--- src/rtl/seg_display_ctrl_if.sv ---
// ---------------------------------------------------------------------------
// seg_display_ctrl_if
// Purpose : write/handshake bus and segment pins between the LSU
//           output-register decode (master) and seg_display_ctrl (slave).
// Signals :
//   i_wr_en      write strobe, sampled by the controller only in IDLE
//   i_wr_data    32-bit value to display
//   i_mode       0 = hexadecimal, 1 = unsigned decimal
//   o_busy       controller is converting/updating; writes are dropped
//   o_done       one-cycle pulse, new digits visible in the same cycle
//   o_io_hex0..7 active-low segments {g,f,e,d,c,b,a}, hex0 = least significant
// ---------------------------------------------------------------------------
interface seg_display_ctrl_if;
    logic        i_wr_en;
    logic [31:0] i_wr_data;
    logic        i_mode;
    logic        o_busy;
    logic        o_done;
    logic [6:0]  o_io_hex0;
    logic [6:0]  o_io_hex1;
    logic [6:0]  o_io_hex2;
    logic [6:0]  o_io_hex3;
    logic [6:0]  o_io_hex4;
    logic [6:0]  o_io_hex5;
    logic [6:0]  o_io_hex6;
    logic [6:0]  o_io_hex7;

    modport master (
        output i_wr_en, i_wr_data, i_mode,
        input  o_busy, o_done,
        input  o_io_hex0, o_io_hex1, o_io_hex2, o_io_hex3,
        input  o_io_hex4, o_io_hex5, o_io_hex6, o_io_hex7
    );

    modport slave (
        input  i_wr_en, i_wr_data, i_mode,
        output o_busy, o_done,
        output o_io_hex0, o_io_hex1, o_io_hex2, o_io_hex3,
        output o_io_hex4, o_io_hex5, o_io_hex6, o_io_hex7
    );
endinterface

--- src/rtl/seg_display_ctrl.sv ---
// ---------------------------------------------------------------------------
// seg_display_ctrl
// Purpose : drives eight 7-segment digits from one 32-bit write, shown either
//           in hexadecimal or in unsigned decimal. Decimal uses a multi-cycle
//           shift-add-3 (double-dabble) engine; o_busy/o_done tell the store
//           path when another write may be issued.
// Ports   :
//   i_clk    system clock, rising edge
//   i_reset  asynchronous active-high reset
//   io_bus   seg_display_ctrl_if.slave (write strobe/data/mode in,
//            busy/done handshake and o_io_hex0..7 segment pins out)
// Parameters:
//   CONV_BITS  number of input bits run through the decimal engine
//   OVF_SEG    pattern shown on every digit when the decimal value > 99999999
// Optional feature macro:
//   SEG_LZ_BLANK_EN  when defined, leading zero digits (hex7 downward) are
//                    blanked; hex0 is always shown. Overflow is unaffected.
// ---------------------------------------------------------------------------
module seg_display_ctrl #(
    parameter int          CONV_BITS = 32,
    parameter logic [6:0]  OVF_SEG   = 7'h3F
) (
    input  logic                i_clk,
    input  logic                i_reset,
    seg_display_ctrl_if.slave   io_bus
);

    localparam int CNT_W = $clog2(CONV_BITS) + 1;

    typedef enum logic [1:0] {
        IDLE   = 2'd0,
        CONV   = 2'd1,
        UPDATE = 2'd2
    } state_t;

    state_t           r_state;
    logic [31:0]      r_shift;
    logic [39:0]      r_bcd;
    logic [CNT_W-1:0] r_cnt;
    logic             r_mode;
    logic             r_busy;
    logic             r_done;
    logic [6:0]       r_hex [8];

    logic [39:0]      w_bcdAdj;
    logic [3:0]       w_nib [8];
    logic [6:0]       w_seg [8];
    logic             w_ovf;

    // Active-low nibble to segment decode, bit order {g,f,e,d,c,b,a}.
    function automatic logic [6:0] segDecode(input logic [3:0] nib);
        logic [6:0] seg;
        case (nib)
            4'h0: seg = 7'h40;
            4'h1: seg = 7'h79;
            4'h2: seg = 7'h24;
            4'h3: seg = 7'h30;
            4'h4: seg = 7'h19;
            4'h5: seg = 7'h12;
            4'h6: seg = 7'h02;
            4'h7: seg = 7'h78;
            4'h8: seg = 7'h00;
            4'h9: seg = 7'h10;
            4'hA: seg = 7'h08;
            4'hB: seg = 7'h03;
            4'hC: seg = 7'h46;
            4'hD: seg = 7'h21;
            4'hE: seg = 7'h06;
            default: seg = 7'h0E;
        endcase
        return seg;
    endfunction

    // Add-3 correction applied to every BCD digit that is 5 or more, done
    // before the shift so the digit carries correctly into the next decade.
    always_comb begin
        w_bcdAdj = r_bcd;
        for (int k = 0; k < 10; k++) begin
            if (r_bcd[4*k +: 4] >= 4'd5) begin
                w_bcdAdj[4*k +: 4] = r_bcd[4*k +: 4] + 4'd3;
            end
        end
    end

    // Digit selection and decode feeding the output registers. In hex mode
    // the shift register never moves, so it still holds the written value.
    // The leading-zero blanker walks from hex7 down and stops at the first
    // nonzero digit; hex0 is excluded so a zero value still shows "0".
    always_comb begin
        logic leading;
        leading = 1'b1;
        w_ovf   = r_mode && (r_bcd[39:32] != 8'h0);
        for (int k = 0; k < 8; k++) begin
            w_nib[k] = r_mode ? r_bcd[4*k +: 4] : r_shift[4*k +: 4];
            w_seg[k] = w_ovf ? OVF_SEG : segDecode(w_nib[k]);
        end
`ifdef SEG_LZ_BLANK_EN
        for (int k = 7; k > 0; k--) begin
            if (!w_ovf && leading && (w_nib[k] == 4'h0)) begin
                w_seg[k] = 7'h7F;
            end else begin
                leading = 1'b0;
            end
        end
`else
        leading = 1'b0;
`endif
    end

    // Controller FSM. Busy and done are registered alongside the state so
    // o_busy tracks "state != IDLE" exactly and o_done lands in the cycle the
    // new digits appear. Writes outside IDLE are simply not looked at.
    always_ff @(posedge i_clk or posedge i_reset) begin
        if (i_reset) begin
            r_state <= IDLE;
            r_shift <= '0;
            r_bcd   <= '0;
            r_cnt   <= '0;
            r_mode  <= 1'b0;
            r_busy  <= 1'b0;
            r_done  <= 1'b0;
            for (int k = 0; k < 8; k++) begin
                r_hex[k] <= 7'h7F;
            end
        end else begin
            r_done <= 1'b0;
            case (r_state)
                IDLE: begin
                    if (io_bus.i_wr_en) begin
                        r_shift <= io_bus.i_wr_data;
                        r_mode  <= io_bus.i_mode;
                        r_busy  <= 1'b1;
                        if (io_bus.i_mode) begin
                            r_bcd   <= '0;
                            r_cnt   <= '0;
                            r_state <= CONV;
                        end else begin
                            r_state <= UPDATE;
                        end
                    end
                end
                CONV: begin
                    r_bcd   <= {w_bcdAdj[38:0], r_shift[31]};
                    r_shift <= {r_shift[30:0], 1'b0};
                    r_cnt   <= r_cnt + 1'b1;
                    if (r_cnt == CNT_W'(CONV_BITS - 1)) begin
                        r_state <= UPDATE;
                    end
                end
                UPDATE: begin
                    for (int k = 0; k < 8; k++) begin
                        r_hex[k] <= w_seg[k];
                    end
                    r_done  <= 1'b1;
                    r_busy  <= 1'b0;
                    r_state <= IDLE;
                end
                default: begin
                    r_busy  <= 1'b0;
                    r_state <= IDLE;
                end
            endcase
        end
    end

    assign io_bus.o_busy    = r_busy;
    assign io_bus.o_done    = r_done;
    assign io_bus.o_io_hex0 = r_hex[0];
    assign io_bus.o_io_hex1 = r_hex[1];
    assign io_bus.o_io_hex2 = r_hex[2];
    assign io_bus.o_io_hex3 = r_hex[3];
    assign io_bus.o_io_hex4 = r_hex[4];
    assign io_bus.o_io_hex5 = r_hex[5];
    assign io_bus.o_io_hex6 = r_hex[6];
    assign io_bus.o_io_hex7 = r_hex[7];

endmodule
--- src/flat_wrapper.sv ---
// flat-port wrapper written by rule: the top's interface ports become plain ports
module seg_display_ctrl_flat 
#(
    parameter int          CONV_BITS = 32,
    parameter logic [6:0]  OVF_SEG   = 7'h3F
)
  (i_clk, i_reset, io_bus_i_wr_en, io_bus_i_wr_data, io_bus_i_mode, io_bus_o_busy, io_bus_o_done, io_bus_o_io_hex0, io_bus_o_io_hex1, io_bus_o_io_hex2, io_bus_o_io_hex3, io_bus_o_io_hex4, io_bus_o_io_hex5, io_bus_o_io_hex6, io_bus_o_io_hex7);
  seg_display_ctrl_if io_bus_i ();
  input  logic i_clk;
  input  logic i_reset;
  input wire logic [$bits(io_bus_i.i_wr_en)-1:0] io_bus_i_wr_en;
  input wire logic [$bits(io_bus_i.i_wr_data)-1:0] io_bus_i_wr_data;
  input wire logic [$bits(io_bus_i.i_mode)-1:0] io_bus_i_mode;
  output wire logic [$bits(io_bus_i.o_busy)-1:0] io_bus_o_busy;
  output wire logic [$bits(io_bus_i.o_done)-1:0] io_bus_o_done;
  output wire logic [$bits(io_bus_i.o_io_hex0)-1:0] io_bus_o_io_hex0;
  output wire logic [$bits(io_bus_i.o_io_hex1)-1:0] io_bus_o_io_hex1;
  output wire logic [$bits(io_bus_i.o_io_hex2)-1:0] io_bus_o_io_hex2;
  output wire logic [$bits(io_bus_i.o_io_hex3)-1:0] io_bus_o_io_hex3;
  output wire logic [$bits(io_bus_i.o_io_hex4)-1:0] io_bus_o_io_hex4;
  output wire logic [$bits(io_bus_i.o_io_hex5)-1:0] io_bus_o_io_hex5;
  output wire logic [$bits(io_bus_i.o_io_hex6)-1:0] io_bus_o_io_hex6;
  output wire logic [$bits(io_bus_i.o_io_hex7)-1:0] io_bus_o_io_hex7;
  assign io_bus_i.i_wr_en = io_bus_i_wr_en;
  assign io_bus_i.i_wr_data = io_bus_i_wr_data;
  assign io_bus_i.i_mode = io_bus_i_mode;
  assign io_bus_o_busy = io_bus_i.o_busy;
  assign io_bus_o_done = io_bus_i.o_done;
  assign io_bus_o_io_hex0 = io_bus_i.o_io_hex0;
  assign io_bus_o_io_hex1 = io_bus_i.o_io_hex1;
  assign io_bus_o_io_hex2 = io_bus_i.o_io_hex2;
  assign io_bus_o_io_hex3 = io_bus_i.o_io_hex3;
  assign io_bus_o_io_hex4 = io_bus_i.o_io_hex4;
  assign io_bus_o_io_hex5 = io_bus_i.o_io_hex5;
  assign io_bus_o_io_hex6 = io_bus_i.o_io_hex6;
  assign io_bus_o_io_hex7 = io_bus_i.o_io_hex7;
  seg_display_ctrl #(.CONV_BITS(CONV_BITS), .OVF_SEG(OVF_SEG)) u_core (.i_clk(i_clk), .i_reset(i_reset), .io_bus(io_bus_i));
endmodule
--- config.mk ---
export PLATFORM = sky130hd
export DESIGN_NAME = seg_display_ctrl_flat
export DESIGN_NICKNAME = d
export VERILOG_FILES = /design/src/rtl/seg_display_ctrl_if.sv /design/src/rtl/seg_display_ctrl.sv /design/src/flat_wrapper.sv
export SDC_FILE = /design/constraint.sdc
export NUM_CORES = 1
export LEC_CHECK = 0
export BUFFER_PORTS_ARGS = -buffer_cell sky130_fd_sc_hd__buf_2
export CAP_MARGIN = 30
export CORE_UTILIZATION = 60
export DETAILED_ROUTE_END_ITERATION = 10
export PLACE_DENSITY = 0.8
export SLEW_MARGIN = 20
export SYNTH_ARGS = -nofsm -noshare
export SYNTH_HDL_FRONTEND = slang
export SYNTH_SLANG_ARGS = --single-unit
--- constraint.sdc ---
create_clock -name i_clk -period 6.4 [get_ports i_clk]
set_clock_uncertainty 0.2 [all_clocks]
set_input_delay 0.32 -clock i_clk [delete_from_list [all_inputs] [get_ports i_clk]]
set_output_delay 0.32 -clock i_clk [all_outputs]
set_load 0.02 [all_outputs]
==> reports/results.ini, run 1 <==
[die]
dieArea_sq_mm = 0.0158
die_w_um = 126
ios = 94
die_h_um = 126
start_util = 0.623
core_sq_mm = 0.0147
num_rows = 44

[sta]
period_share = 0.525
drv_slew = 0
finalSetupViolCount = 0
worst_pin_slew_ps = 951
fmax_mhz = 297
max_slew_margin = 0.348
fin_crit_ps = 3360
rsz0062_at_grt = no
hold_viol_final = 0
tns_ps = 0

[min_path]
hold_class = input port to flip-flop

[route]
wl_per_cell_um = 16.2
top_layer = met4
met1_length_mm = 8.99
wl_met2_mm = 9.77
vias_per_cell = 5.76
vias = 6988
drcViolationCount = 5
totalWireLength_mm = 19.7
dr_wl_met3_um = 654
antenna_left = 0
drt_iter0_markers = 401
dr.pass1.iters = 8

[layout]
drive_above_1_share = 0.224
fin_nets = 1132
design_area_sq_mm = 0.0104
nFillCells = 1074
syn_to_final_growth_pct = 14.1
final_cell_mix = nand2_1 (94), buf_2 (94), o21ai_0 (90)
diodes = 0

[clock_network]
cts_resized = 0
clock_latency_ps = 420
cts_root_buffer = clkbuf_16
clk_path_buf_depth = 2
post-cts-setup-buffers = 0
cts.sinks = 139
htreeDepth = 4
cts_made_buffers = 17
holdBufCountCts = 17
path_clk_slew_ps = 60
cts_tree = built

[power]
p_per_area_mw_per_mm2 = 577
p_comb_frac = 0.530
seqPwrFrac = 0.303
p_int_mw = 3.41
p_sw_mw = 2.62
peakVddDrop_mv = 0.249
p_clk_frac = 0.166
power.leakage_nw = 4.78
switching_share = 0.434

[placement]
numPortBuffers = 93
placed_area_sq_mm = 0.00961
gp_congestion = 0.843
dp_hpwl_mm = 12.8

[yosys]
yosysWarnings = 0
ys_ff_latch = 139
seq_area_frac_synth = 0.388
yosys.area.top_type = dfrtp_1
post_synth_main_area_contributors = dfrtp_1 (23%), dfstp_2 (16%), ha_1 (11%), mux2i_1 (9.4%), o21ai_0 (4.9%)
syn_area_sq_mm = 0.00915
synth_top_cell_area_share = 0.227
ys_types = 46
syn_area_per_cell_sq_um = 9.75
syn-num-nets = 1054
synthCells = 939

[setup_path]
path_class = flip-flop to flip-flop
cp_max_fo = 32
required_ps = 6550
end_kind = flip-flop
startpoint_type = flip-flop
critical_path_arrival_ps = 3510

[global_route]
antenna_found_initial = 0
grt_usage = 0.264
grt_pass1_vias = 6675
grt_pass1_wl_mm = 33.4
grt_max_degree = 72
grt-ovfl-total = 0

[job]
cap_violations = 0

[outcome]
violations = design-rule violations
status = finished, violations left

[per-layer routing]
metal	track usage	vias to the layer above
met5	0	-
met4	0.0868	0
met3	0.0466	24
met2	0.444	135
met1	0.344	3385
li1	-	3444
[flip-flops by register name, summed over array words and instances, names as in the netlist, 2 cells and up]
register                 flops
u_core.r_state               2
u_core.io_bus.o_io_hex7      7
u_core.io_bus.o_io_hex1      7
u_core.io_bus.o_io_hex4      7
u_core.r_bcd                40
u_core.r_cnt                 6
u_core.io_bus.o_io_hex0      7
u_core.io_bus.o_io_hex3      7
u_core.io_bus.o_io_hex6      7
u_core.io_bus.o_io_hex2      7
u_core.io_bus.o_io_hex5      7
u_core.r_shift              32
[cell families (layout without fill, tap and decap cells)]
logic type / after synthesis / after routing / share of synthesized area
and+or+nand+nor: 216 / 216 / 0.107
adders and majority gates: 79 / 79 / 0.108
DFF: 139 / 139 / 0.388
muxes: 121 / 121 / 0.155
xor gates and xnor gates: 33 / 33 / 0.0316
AOI/OAI and AO/OA: 230 / 230 / 0.149
buffers and inverters: 121 / 212 / 0.0613
[synthesized netlist by cell type, drive strengths merged]
master   n
a21o     2
a21oi   52
a22o    14
a22oi   10
a31oi   27
and2     1
and3     1
buf     39
clkbuf  26
dfrtp   83
dfstp   56
ha      79
inv     56
mux2    16
mux2i   98
mux4     7
nand2   94
nand2b  11
nand3    7
nand3b   1
nand4    1
nor2    51
nor2b    3
nor3    21
nor3b   12
nor4     1
nor4b    2
o211ai   7
o21ai   96
o21bai   1
o221ai   7
o22a    11
o31ai    3
or2      1
or3      6
or3b     3
xnor2   29
xor2     4
[cell type report]
| class | count | area, sq um | share of cell area |
|---|---|---|---|
| clock buffers | 25 | 485 | 0.0465 |
| clock inverters | 7 | 113 | 0.0108 |
| inverters | 56 | 215 | 0.0206 |
| multi-input cells | 679 | 5060 | 0.485 |
| flip-flops and latches | 139 | 3550 | 0.340 |
| well taps | 184 | 230 | 0.0221 |
| repair buffers | 124 | 778 | 0.0746 |
[worst paths after layout]
| check | startpoint | endpoint | slack, ps | depth (start not counted) |
|---|---|---|---|---|
| max | u_core.r_mode | u_core.io_bus.o_io_hex3[3] | 3040 | 6 |
| min | io_bus_i_wr_data[3] | u_core.r_shift[3] | 3 | 3 |
| max reg2reg | u_core.r_mode | u_core.io_bus.o_io_hex3[3] | 3040 | 6 |
| min reg2reg | u_core.io_bus.o_io_hex3[6] | u_core.io_bus.o_io_hex3[6] | 270 | 2 |
| max in group asynchronous | i_reset | u_core.io_bus.o_io_hex1[2] | 4550 | 5 |
| min in group asynchronous | i_reset | u_core.r_bcd[21] | 340 | 3 |
[stage by stage]
step / cells / utilization / power, mW / hold slack, ps / setup WS [ps]
6_report: 1214 / 0.710 / 6.02 / 3.08 / 3040
3_3_place_gp: 1158 / 0.652 / 4.83 / 255 / 3220
4_1_cts: 1208 / 0.706 / 6.00 / 0.285 / 3020
3_5_place_dp: 1159 / 0.654 / 4.95 / 261 / 3150
5_1_grt: 1214 / 0.710 / 6.50 / 16.0 / 2830
2_1_floorplan: 939 / - / 4.31 / 227 / 2250
[power by group through the flow]
stage | sequential, mW | combinational (mW) | clock, mW
6_report | 1.83 | 3.19 | 1.00
5_1_grt | 1.89 | 3.55 | 1.06
4_1_cts | 1.82 | 3.17 | 1.01
3_5_place_dp | 1.83 | 3.12 | 0
3_3_place_gp | 1.82 | 3.01 | 0
2_1_floorplan | 1.89 | 2.42 | 0
[critical path: stages, from the launching register on]
cell and delay (ps):
dfrtp_4 730, buf_4 600, mux2i_1 590, inv_1 190, ha_1 320, mux4_2 470
o22a_1 170
(Power assumes the default switching activity.)
==> run 2, diff against run 1 <==
==> constraint.sdc (replaced) <==
create_clock -name i_clk -period 3.2 [get_ports i_clk]
set_clock_uncertainty 0.2 [all_clocks]
set_input_delay 0.16 -clock i_clk [delete_from_list [all_inputs] [get_ports i_clk]]
set_output_delay 0.16 -clock i_clk [all_outputs]
set_load 0.02 [all_outputs]
==> run 2 against run 1 <==
Compared with the run above:
- the flow still finishes with violations (design-rule violations)
- combinational power increased by 110%
- critical path depth unchanged
- first-iteration DRC count increased by 39%
- sequential share of layout area decreased by 1.1 points
- sequential power increased by 99%
- global-route usage increased by 1.4 points
- sequential cell count unchanged
- power increased by 110%
- wire length increased by 5.7%
- clock-buffer cell count decreased by 4
- highest routed layer unchanged
- worst hold slack improved by 260 ps
- non-clock buffer count increased by 35
==> reports/results.ini, run 2 (same netlist as run 1, synthesis figures left out) <==
[outcome]
status = finished, violations left
violations = design-rule violations

[setup_path]
required_ps = 3350  ; -3200 ps
worstPathCellList = buf_12, mux2i_1, inv_1, ha_1, mux4_2, o22a_1
cp_max_fo = 38  ; +19%
path_class = flip-flop to flip-flop
cpLargestDelayFamily = multiplexers
reg2regPathDepth = 6  ; unchanged
startpoint_type = flip-flop
crit_buf_inv = 2  ; unchanged
slowest_delay_ps = 610  ; -120 ps
crit_cells = 6  ; unchanged
critical_path_arrival_ps = 2870  ; -640 ps
end_kind = flip-flop
slowest_stage = dfrtp_4

[die]
ios = 94  ; unchanged
dieArea_sq_mm = 0.0158  ; unchanged
core_sq_mm = 0.0147  ; unchanged
num_rows = 44  ; unchanged
die_w_um = 126  ; unchanged
start_util = 0.623  ; unchanged
die_h_um = 126  ; unchanged

[route]
wl_per_cell_um = 16.7  ; +2.8%
totalWireLength_mm = 20.8  ; +5.7%
drcViolationCount = 7  ; +2
antenna_left = 0  ; unchanged
drt_iter0_markers = 558  ; +39%
vias_per_cell = 5.80  ; +0.72%
dr.pass1.iters = 8  ; unchanged
vias = 7241  ; +3.6%

[sta]
worst_slack_ps = 484  ; -2550 ps
finalSetupViolCount = 0  ; unchanged
period_share = 0.849  ; +0.323
fmax_mhz = 368  ; +24%
drv_slew = 0  ; unchanged
timing.hold.ws_ps = 265  ; +262 ps
fin_crit_ps = 2720  ; -646 ps
worst_pin_slew_ps = 874  ; -77.1 ps
max_slew_margin = 0.416  ; +0.0683
rsz0062_at_grt = no
hold_viol_final = 0  ; unchanged
tns_ps = 0  ; unchanged

[placement]
numPortBuffers = 93  ; unchanged
dp_hpwl_mm = 13.8  ; +7.3%
dpl_worst_slack_ps = 522  ; -2630 ps
gp_congestion = 0.843  ; about the same

[global_route]
antenna_found_initial = 0  ; unchanged
grt-ovfl-total = 0  ; unchanged
grt_usage = 0.278  ; +0.0141
grt_pass1_vias = 7273  ; +9.0%
grt_max_degree = 65  ; -9.7%
grt_pass1_wl_mm = 35.0  ; +4.8%

[min_path]
hold_class = flip-flop to flip-flop
min_path_cells = 2  ; -1

[layout]
largest_reg_flops = 40  ; unchanged
fin_nets = 1167  ; +3.1%
reg_top3 = u_core.r_bcd x40, u_core.r_shift x32
top_register = u_core.r_bcd
postLayoutCoreUtil = 0.734  ; +0.0242
final_common_cell = nand2_1
syn_to_final_growth_pct = 18.0
drive_above_1_share = 0.233  ; +0.00859
diodes = 0  ; unchanged
final_cell_mix = nand2_1 (94), buf_2 (93), o21ai_0 (90)

[clock_network]
clk_path_buf_depth = 2  ; unchanged
path_clk_slew_ps = 60  ; about the same
post-cts-setup-buffers = 0  ; unchanged
cts.sinks = 139  ; unchanged
cts_made_buffers = 17  ; unchanged
cts_tree = built
htreeDepth = 4  ; unchanged
clock_latency_ps = 430  ; about the same
cts_root_buffer = clkbuf_16

[power]
p_sw_mw = 5.41  ; +110%
seqPwrFrac = 0.294  ; -0.009
p_per_area_mw_per_mm2 = 1150  ; +99%
p_comb_frac = 0.542  ; +0.012
p_int_mw = 6.97  ; +100%
switching_share = 0.437  ; +0.00249
power.leakage_nw = 4.94  ; +3.2%
peakVddDrop_mv = 0.524  ; +110%
power_mw = 12.4  ; +110%
p_clk_frac = 0.164  ; -0.002

[job]
cap_violations = 0  ; unchanged

## run 2: changes by cell type in the layout (fill, tap and decap cells not counted), sizes merged
cell,delta
buf,+19
clkbuf,-8
clkinv,+1
clkinvlp,+4
dlygate4sd3,+20
inv,-1
## run 2: worst min-delay path, stage by stage, from the launching register on
cell and delay [ps]:
dfstp_2 370, nand2_1 40, o21ai_1 50
## run 2: worst paths after layout
path,from,end,slack [ps]
worst max-delay path,u_core.r_mode,u_core.io_bus.o_io_hex3[3],480
min in group asynchronous,i_reset,u_core.r_bcd[24],600
worst min register to register,u_core.io_bus.o_io_hex1[6],u_core.io_bus.o_io_hex1[6],270
max in group asynchronous,i_reset,u_core.io_bus.o_io_hex1[6],1580
worst min-delay path,u_core.io_bus.o_io_hex1[6],u_core.io_bus.o_io_hex1[6],270
worst max register to register,u_core.r_mode,u_core.io_bus.o_io_hex3[3],480
## run 2: layout make-up
| class | count | area, sq um |
|---|---|---|
| clock buffer | 21 | 460 |
| clock inverter | 11 | 144 |
| fill | 1023 | 3910 |
| inverter | 56 | 214 |
| multi-input combinational | 679 | 5060 |
| sequential | 139 | 3550 |
| tap | 184 | 230 |
| timing repair buffer | 159 | 1130 |
## run 2: power by group through the flow
| stage | Combinational (mW) | Clock, mW | Sequential (mW) |
|---|---|---|---|
| 2_1_floorplan | 4.84 | 0 | 3.78 |
| 3_3_place_gp | 6.36 | 0 | 3.61 |
| 3_5_place_dp | 6.60 | 0 | 3.64 |
| 4_1_cts | 6.71 | 2.05 | 3.63 |
| 5_1_grt | 7.45 | 2.14 | 3.75 |
| 6_report | 6.71 | 2.03 | 3.64 |
## run 2: metrics by stage
step | cell area [sq um] | std cells
final | 10800 | 1249
after global routing | 10800 | 1249
after CTS | 10800 | 1249
after detailed placement | 9820 | 1180
after global placement | 9820 | 1180
after floorplan | 9160 | 939
## run 2: layer usage
layer | up-vias | GRT usage | share of wire
met5 | - | 0 | 0
met4 | 0 | 0.119 | 0.026
met3 | 49 | 0.0543 | 0.037
met2 | 161 | 0.468 | 0.49
met1 | 3519 | 0.348 | 0.44
li1 | 3512 | - | -
## run 2: repair_timing
action	4_1_cts	5_1_grt
endpoints found under the hold margin	153	0
hold buffers	37	0
resized for setup	0	0
